File: src/rtl/positron_layer_ctrl.sv
// Layer sequencer for a bank of positrons: forwards one activation window to all of them,
// waits until every positron has a result, then streams the results out in ascending neuron order.
module positron_layer_ctrl #(
    parameter int POSIT_WIDTH = 4,
    parameter int NB_INPUTS   = 784,
    parameter int NB_NEURONS  = 16
) (
    input  logic                              clk,
    input  logic                              rst_n,
    // upstream activation stream
    input  logic                              rts_i,
    output logic                              rtr_o,
    input  logic                              sow_i,
    input  logic                              eow_i,
    input  logic [POSIT_WIDTH-1:0]            posit_i,
    // broadcast to positrons
    output logic                              pe_rts_o,
    output logic                              pe_sow_o,
    output logic                              pe_eow_o,
    output logic [POSIT_WIDTH-1:0]            pe_posit_o,
    input  logic [NB_NEURONS-1:0]             pe_rtr_i,
    // collect from positrons
    input  logic [NB_NEURONS-1:0]             pe_done_i,
    input  logic [NB_NEURONS*POSIT_WIDTH-1:0] pe_posit_i,
    output logic [NB_NEURONS-1:0]             pe_ack_o,
    // downstream result stream
    output logic                              rts_o,
    input  logic                              rtr_i,
    output logic                              sow_o,
    output logic                              eow_o,
    output logic [POSIT_WIDTH-1:0]            posit_o,
    // status
    output logic                              busy_o,
    output logic                              err_o
);

    localparam int CW = $clog2(NB_INPUTS + 1);
    localparam int IW = $clog2(NB_NEURONS);
    localparam logic [CW-1:0] LAST_BEAT = CW'(NB_INPUTS);
    localparam logic [IW-1:0] LAST_IDX  = IW'(NB_NEURONS - 1);

    typedef enum logic [1:0] {IDLE, STREAM, DRAIN, COLLECT} state_t;

    state_t                 r_state;
    state_t                 w_next;
    logic [CW-1:0]          r_beat_cnt;
    logic [CW-1:0]          w_beat_idx;
    logic [IW-1:0]          r_idx;
    logic                   r_err;
    logic                   w_xfer;
    logic                   w_fwd;
    logic                   w_last_beat;
    logic                   w_all_done;
    logic                   w_hs;
    logic                   w_frame_err;
    logic [POSIT_WIDTH-1:0] w_slot [NB_NEURONS];

    for (genvar k = 0; k < NB_NEURONS; k++) begin : g_slot
        assign w_slot[k] = pe_posit_i[k*POSIT_WIDTH +: POSIT_WIDTH];
    end

    // Index the current beat would take if forwarded; a window always starts at 1.
    assign w_beat_idx  = (r_state == STREAM) ? r_beat_cnt + 1'b1 : CW'(1);
    assign w_last_beat = (w_beat_idx == LAST_BEAT);
    assign w_all_done  = &pe_done_i;

    assign rtr_o  = ((r_state == IDLE) || (r_state == STREAM)) && (&pe_rtr_i);
    assign w_xfer = rts_i & rtr_o;
    assign w_fwd  = w_xfer & ((r_state == STREAM) | sow_i);
    assign w_hs   = (r_state == COLLECT) & rtr_i;

    // Framing violations: stray beat in IDLE, eow disagreeing with the beat count, sow mid-window.
    assign w_frame_err = (w_xfer & (r_state == IDLE) & ~sow_i)
                       | (w_fwd & ((eow_i != w_last_beat) | ((r_state == STREAM) & sow_i)));

    always_ff @(posedge clk or negedge rst_n) begin
        if (!rst_n) r_state <= IDLE;
        else        r_state <= w_next;
    end

    always_comb begin
        w_next = r_state;
        case (r_state)
            IDLE:    if (w_fwd) w_next = w_last_beat ? DRAIN : STREAM;
            STREAM:  if (w_fwd && w_last_beat) w_next = DRAIN;
            DRAIN:   if (w_all_done) w_next = COLLECT;
            COLLECT: if (w_hs && (r_idx == LAST_IDX)) w_next = IDLE;
            default: w_next = IDLE;
        endcase
    end

    always_ff @(posedge clk or negedge rst_n) begin
        if (!rst_n) begin
            r_beat_cnt <= '0;
            r_idx      <= '0;
            r_err      <= 1'b0;
        end else begin
            if (w_fwd)
                r_beat_cnt <= w_beat_idx;
            if ((r_state == DRAIN) && w_all_done)
                r_idx <= '0;
            else if (w_hs)
                r_idx <= (r_idx == LAST_IDX) ? '0 : r_idx + 1'b1;
            if (w_frame_err)
                r_err <= 1'b1;
        end
    end

    always_comb begin
        pe_rts_o   = w_fwd;
        pe_sow_o   = w_fwd & (r_state == IDLE);
        pe_eow_o   = w_fwd & w_last_beat;
        pe_posit_o = posit_i;
        busy_o     = (r_state != IDLE);
        err_o      = r_err;
        rts_o      = 1'b0;
        sow_o      = 1'b0;
        eow_o      = 1'b0;
        posit_o    = '0;
        pe_ack_o   = '0;
        if (r_state == COLLECT) begin
            rts_o   = 1'b1;
            posit_o = w_slot[r_idx];
            sow_o   = (r_idx == '0);
            eow_o   = (r_idx == LAST_IDX);
            for (int k = 0; k < NB_NEURONS; k++)
                pe_ack_o[k] = w_hs && (r_idx == IW'(k));
        end
    end

endmodule

File: config.mk
export PLATFORM = sky130hd
export DESIGN_NAME = positron_layer_ctrl
export DESIGN_NICKNAME = d
export VERILOG_FILES = /design/src/rtl/positron_layer_ctrl.sv
export SDC_FILE = /design/constraint.sdc
export NUM_CORES = 1
export LEC_CHECK = 0
export CAP_MARGIN = 20
export CORE_ASPECT_RATIO = 0.7
export CORE_UTILIZATION = 36
export DETAILED_ROUTE_END_ITERATION = 8
export PLACE_DENSITY = 0.82
export SYNTH_ARGS = -nofsm -noshare
export SYNTH_HDL_FRONTEND = slang
export SYNTH_SLANG_ARGS = --single-unit
File: constraint.sdc
create_clock -name clk -period 2.75 [get_ports clk]
set_clock_uncertainty 0.15 [all_clocks]
set_input_delay 0.4125 -clock clk [delete_from_list [all_inputs] [get_ports clk]]
set_output_delay 0.4125 -clock clk [all_outputs]
set_load 0.005 [all_outputs]
-- Yosys cells after proc, flatten, opt, wreduce, memory -nomap -nowiden
Index checks and enable logic that the tools add are counted.
- logic and storage cells: 90
- output and inout port bits: 33
- memories: 0
- bits of input ports: 106
- ROM bits: 0
- latch bits: 0
- bits in registers: 17
- memory bits (writable): 0
- shift operators: 0
- multiply operators: 0
- mux-type cells: 18
- reductions and logical operators: 27
- bitwise logic cells: 14
- magnitude comparators: 1
- div/mod/pow operators: 0
- eq/ne operators: 24
- $add $sub $neg: 2
- operators by type and width (operator ; count):
    4-bit == test, second input constant ; 8
    16-bit AND reduction ; 2
    4-bit two-way mux ; 6
    1-bit logical AND ; 19
    4-bit binary-select mux with 4-bit select ; 1
    4-bit by 3-bit == test with 1-bit output, second input constant ; 4
    16-bit two-way mux ; 1
    10-bit by 1-bit adder with 10-bit output, second input constant ; 1
    10-bit == test, second input constant ; 1
    10-bit two-way mux ; 1
    2-bit two-way mux ; 5
    1-bit AND ; 9
    4-bit by 2-bit == test with 1-bit output, second input constant ; 2
    2-bit case mux with 4 select lines ; 1
    5-bit >= comparator, second input constant ; 1
    4-bit inverter with 5-bit output ; 1
    4-bit by 1-bit adder with 4-bit output, second input constant ; 1
    2-bit == test, second input constant ; 2
    4-bit by 1-bit == test with 1-bit output, second input constant ; 1
    4-bit zero test ; 1
    2-bit by 1-bit inequality test with 1-bit output, second input constant ; 2
    2-bit inequality test, second input constant ; 2
    4-bit AND reduction ; 1
    2-bit nonzero test ; 2
    7 further kinds ; 11

-- Longest topological paths before layout
- word-level depth: 8
- depth in mapped cells: 9
- depth with buffers taken out: 8

-- Worst setup path after synthesis
No wires, ideal clock.
- path kind: reg2out
- start: register r_idx[1]
- end: output posit_o[0]
- arrival time: 1833 ps
- stages on the path, launching flop included: 6
- data required time: 2188 ps
- setup slack: 354 ps
- path buffers: 2
- path through: dfrtp_1 -> buf_2 -> buf_1 -> mux4_2 -> mux4_2 -> and2_1
- word-level cells in the longest chain between the ends: 5
- RTL lines (item ; RTL line ; source):
    start, declared ; 48 ; logic [IW-1:0] r_idx;
    start signal, assigned ; 103 ; r_idx <= (r_idx == LAST_IDX) ? '0 : r_idx + 1'b1;
    4-bit inverter with 5-bit output (not written as such) ; 123 ; posit_o = w_slot[r_idx];
    4-bit binary-select mux with 4-bit select ; 123 ;
    4-bit two-way mux (not written as such) (2 in series) ; 123 ;
    4-bit two-way mux ; 121 ; if (r_state == COLLECT) begin
    end, declared ; 31 ; output logic [POSIT_WIDTH-1:0] posit_o,
Every way passes these cells. The select of a mux whose other input is x is not followed.

-- Worst setup path in the final report
- start: register r_idx[0]
- end: output posit_o[2]
Same word-level chain as after synthesis.

==> results.json <==
{
  "status": "complete, but fails checks",
  "violations": "negative setup slack",
  "multi_input_area_um2": 1473,
  "crit_type": "reg -> out",
  "clock_path_buffers": 2,
  "post-route-drc-count": 0,
  "gp_congestion": 0.9164,
  "p_total_w": 0.0006198,
  "timing.final.ws_setup_ps": -27.50,
  "worst_path_most_repeated_cell": "mux4_2",
  "core_um2": 5285,
  "maxCapViolations": 0,
  "synth_seq_cells": 17,
  "hp-class": "reg -> reg",
  "postCtsHoldBufs": 0,
  "synthFlopType": "dfrtp_1",
  "min_period_ps": 2777,
  "routed_via_density": 5.468,
  "max-vdd-ir-drop_v": 0.0001189,
  "p_clk_share_pct": 30.6,
  "dieWidth_um": 90.85,
  "clk_latency_ps": 260,
  "timing.final.hold_violations": 0,
  "antenna_found_initial": 0,
  "path_clk_slew_ps": 70,
  "n_antenna_cell": 0,
  "rrSetupSlack_ps": 360,
  "critical_path.max_stage_delay_ps": 460,
  "fmax_mhz": 360.0,
  "hp-start": "err_o",
  "antenna_left": 0,
  "p_int_w": 0.0004986,
  "synth.top_cells.by_area": "mux4_2 (23%), dfrtp_1 (21%), ha_1 (6.3%), nor2_1 (4.9%), nand2_1 (4.0%)",
  "power_switching_w": 0.0001212,
  "routed_wl_um": 7254,
  "slew_headroom_pct": 47.82,
  "synth_cell_types": 49,
  "synth_enable_flop_cells": 0,
  "slew_violations": 0,
  "syn-cell-area_um2": 1989,
  "grt_max_degree": 22,
  "initial_utilization_pct": 37.64,
  "grt_use_total_pct": 25.62,
  "ys_async_sr_fraction_pct": 100.0,
  "detail_route.wl_per_cell_um": 17.07,
  "cp_data_arrival_time_ps": 2210,
  "dr.pass1.iters": 4,
  "finalNetCount": 470,
  "port_buffers": 130,
  "synth_top_area_share_pct": 22.64,
  "fin_hold_ws_ps": 331.0,
  "synthMostInstantiatedCell": "nor2_1",
  "crit_path_end_kind": "output port",
  "htree_levels": 1,
  "syn2layout_area_growth_pct": 84.40,
  "n_fill_cell": 402,
  "power.leakage_nw": 1.452,
  "syn_area_per_cell_um2": 9.428,
  "via_count": 2324,
  "die_h_um": 64.20,
  "rsz0062_at_grt": "true",
  "fin_crit_sh_pct": 101.0,
  "r2r-start": "r_state[1]",
  "crit_chain": "buf_12 -> buf_16 -> buf_6 -> mux4_2 -> mux4_2 -> and2_1 -> buf_2",
  "worst-slew-pin-transition_ps": 780.3,
  "grt_pass1_vias": 2350,
  "cts-root-buf": "clkbuf_8",
  "critPathMaxFanout": 3,
  "synthTopCellsByCount": "nor2_1 (26), nand2_1 (21), mux4_2 (20)",
  "finalSetupViolations": 3,
  "post-dp-hpwl_um": 5611,
  "synth_warnings": 0,
  "critical-path-slowest-cell": "mux4_2",
  "synth_nets": 327,
  "rows": 22,
  "cts_inserted_buffers": 3,
  "fin_util_pct": 69.41,
  "critPathLaunch": "r_idx[0]",
  "p_sw_share_pct": 19.56,
  "regArea_um2": 427.9,
  "cts_tree": "yes",
  "comb_power_share_pct": 29.0,
  "cts_num_sinks": 17,
  "drt_iter0_markers": 258,
  "grt-ovfl-total": 0,
  "drive_gt1_share_pct": 24.08,
  "crit_path_start_kind": "flop",
  "cp.required_ps": 2190,
  "seqPwrFrac_pct": 40.3,
  "seq_area_frac_synth_pct": 21.38,
  "grt_pass1_wl_um": 11640,
  "die_area_um2": 5832,
  "powerDensity_nw_per_um2": 169.0,
  "synth_area_leader_cell": "mux4_2",
  "io_pins": 139,
  "netlist_instances": 211
}
-- registers in the layout, indices dropped and copies added, names as in the netlist --
signal	flops
err_o	1
r_beat_cnt	10
r_idx	4
r_state	2
-- stage by stage --
| step | setup WS (ps) | instances | cell area [um^2] | setup TNS [ps] |
|---|---|---|---|---|
| 6_report | -27.50 | 425 | 3669 | -61.25 |
| 5_1_grt | -81.95 | 425 | 3669 | -243.4 |
| 4_1_cts | -132.9 | 426 | 3651 | -291.5 |
| 3_5_place_dp | -235.7 | 412 | 3438 | -1063 |
| 3_3_place_gp | -183.8 | 412 | 3438 | -941.6 |
| 2_1_floorplan | 354.3 | 211 | 1989 | 0 |
-- critical path, delay by kind of cell (launching register included) --
family / cells / cell delay [ps]
buf+inv: 4 / 500
flops: 1 / 430
mux: 2 / 870
simple gates: 1 / 160
-- repair_timing --
action | in CTS | in global routing
endpoints found under the setup margin | 7 | 23
setup buffers | 8 | 1
resized for setup | 31 | 23
pin swaps | 5 | 6
gates cloned | 2 | 0
-- cell type report --
cell class / instances / area share [%]
Timing Repair Buffer: 158 / 43.45
Sequential cell: 17 / 11.66
Inverter: 9 / 1.057
Multi-Input combinational cell: 165 / 40.14
Tap cell: 72 / 2.456
Clock buffer: 4 / 1.228
-- cell families (layout without fill, tap and decap cells) --
family / Yosys count / after routing / synth area share, %
AO/OA/AOI/OAI: 35 / 35 / 12.96
XOR/XNOR: 3 / 3 / 1.321
adder cells (fa/ha/maj): 10 / 10 / 6.289
buffers and inverters: 29 / 171 / 7.484
flip-flops: 17 / 17 / 21.38
multiplexers: 23 / 23 / 24.40
AND/OR/NAND/NOR: 94 / 94 / 26.16
-- routing by layer --
layer  routed length (um)  global-route usage [%]  up-vias
li1                     -                       -     1078
met1                 2784                   30.18     1090
met2                 3590                   44.60      131
met3                  628                   5.952       25
met4                  250                   11.90        0
met5                    0                       0        -
-- final timing paths --
path	endpoint	cells past startpoint
min	err_o	1
max in group asynchronous	r_idx[0]	1
min in group asynchronous	err_o	1
max	posit_o[2]	7
max reg2reg	r_state[1]	10
min reg2reg	err_o	1
-- power by group through the flow --
| stage | Combinational [W] | Sequential [W] | Clock (W) |
|---|---|---|---|
| floorplan | 0.0000298 | 0.000255 | 0 |
| global placement | 0.000173 | 0.000255 | 0 |
| detailed placement | 0.000179 | 0.000255 | 0 |
| CTS | 0.000180 | 0.000250 | 0.000192 |
| global route | 0.000190 | 0.000250 | 0.000202 |
| finish | 0.000180 | 0.000250 | 0.000190 |
-- cells in the final DEF (no fill, tap or decap), drive strengths merged, types with 2 or more instances in the layout --
cell,n
o31ai,3
clkbuf,6
a211oi,2
nand4,12
mux2i,2
a21oi,4
nand3,7
nor2,26
mux4,20
a22o,2
nor3,7
nor4,6
a21o,2
dlymetal6s2s,3
xor2,2
o21ai,13
inv,9
and2,8
ha,10
nand2b,2
dfrtp,17
nand2,21
o21a,2
clkdlybuf4s50,121
buf,31
No activity file was read; power rests on OpenSTA's default activity.
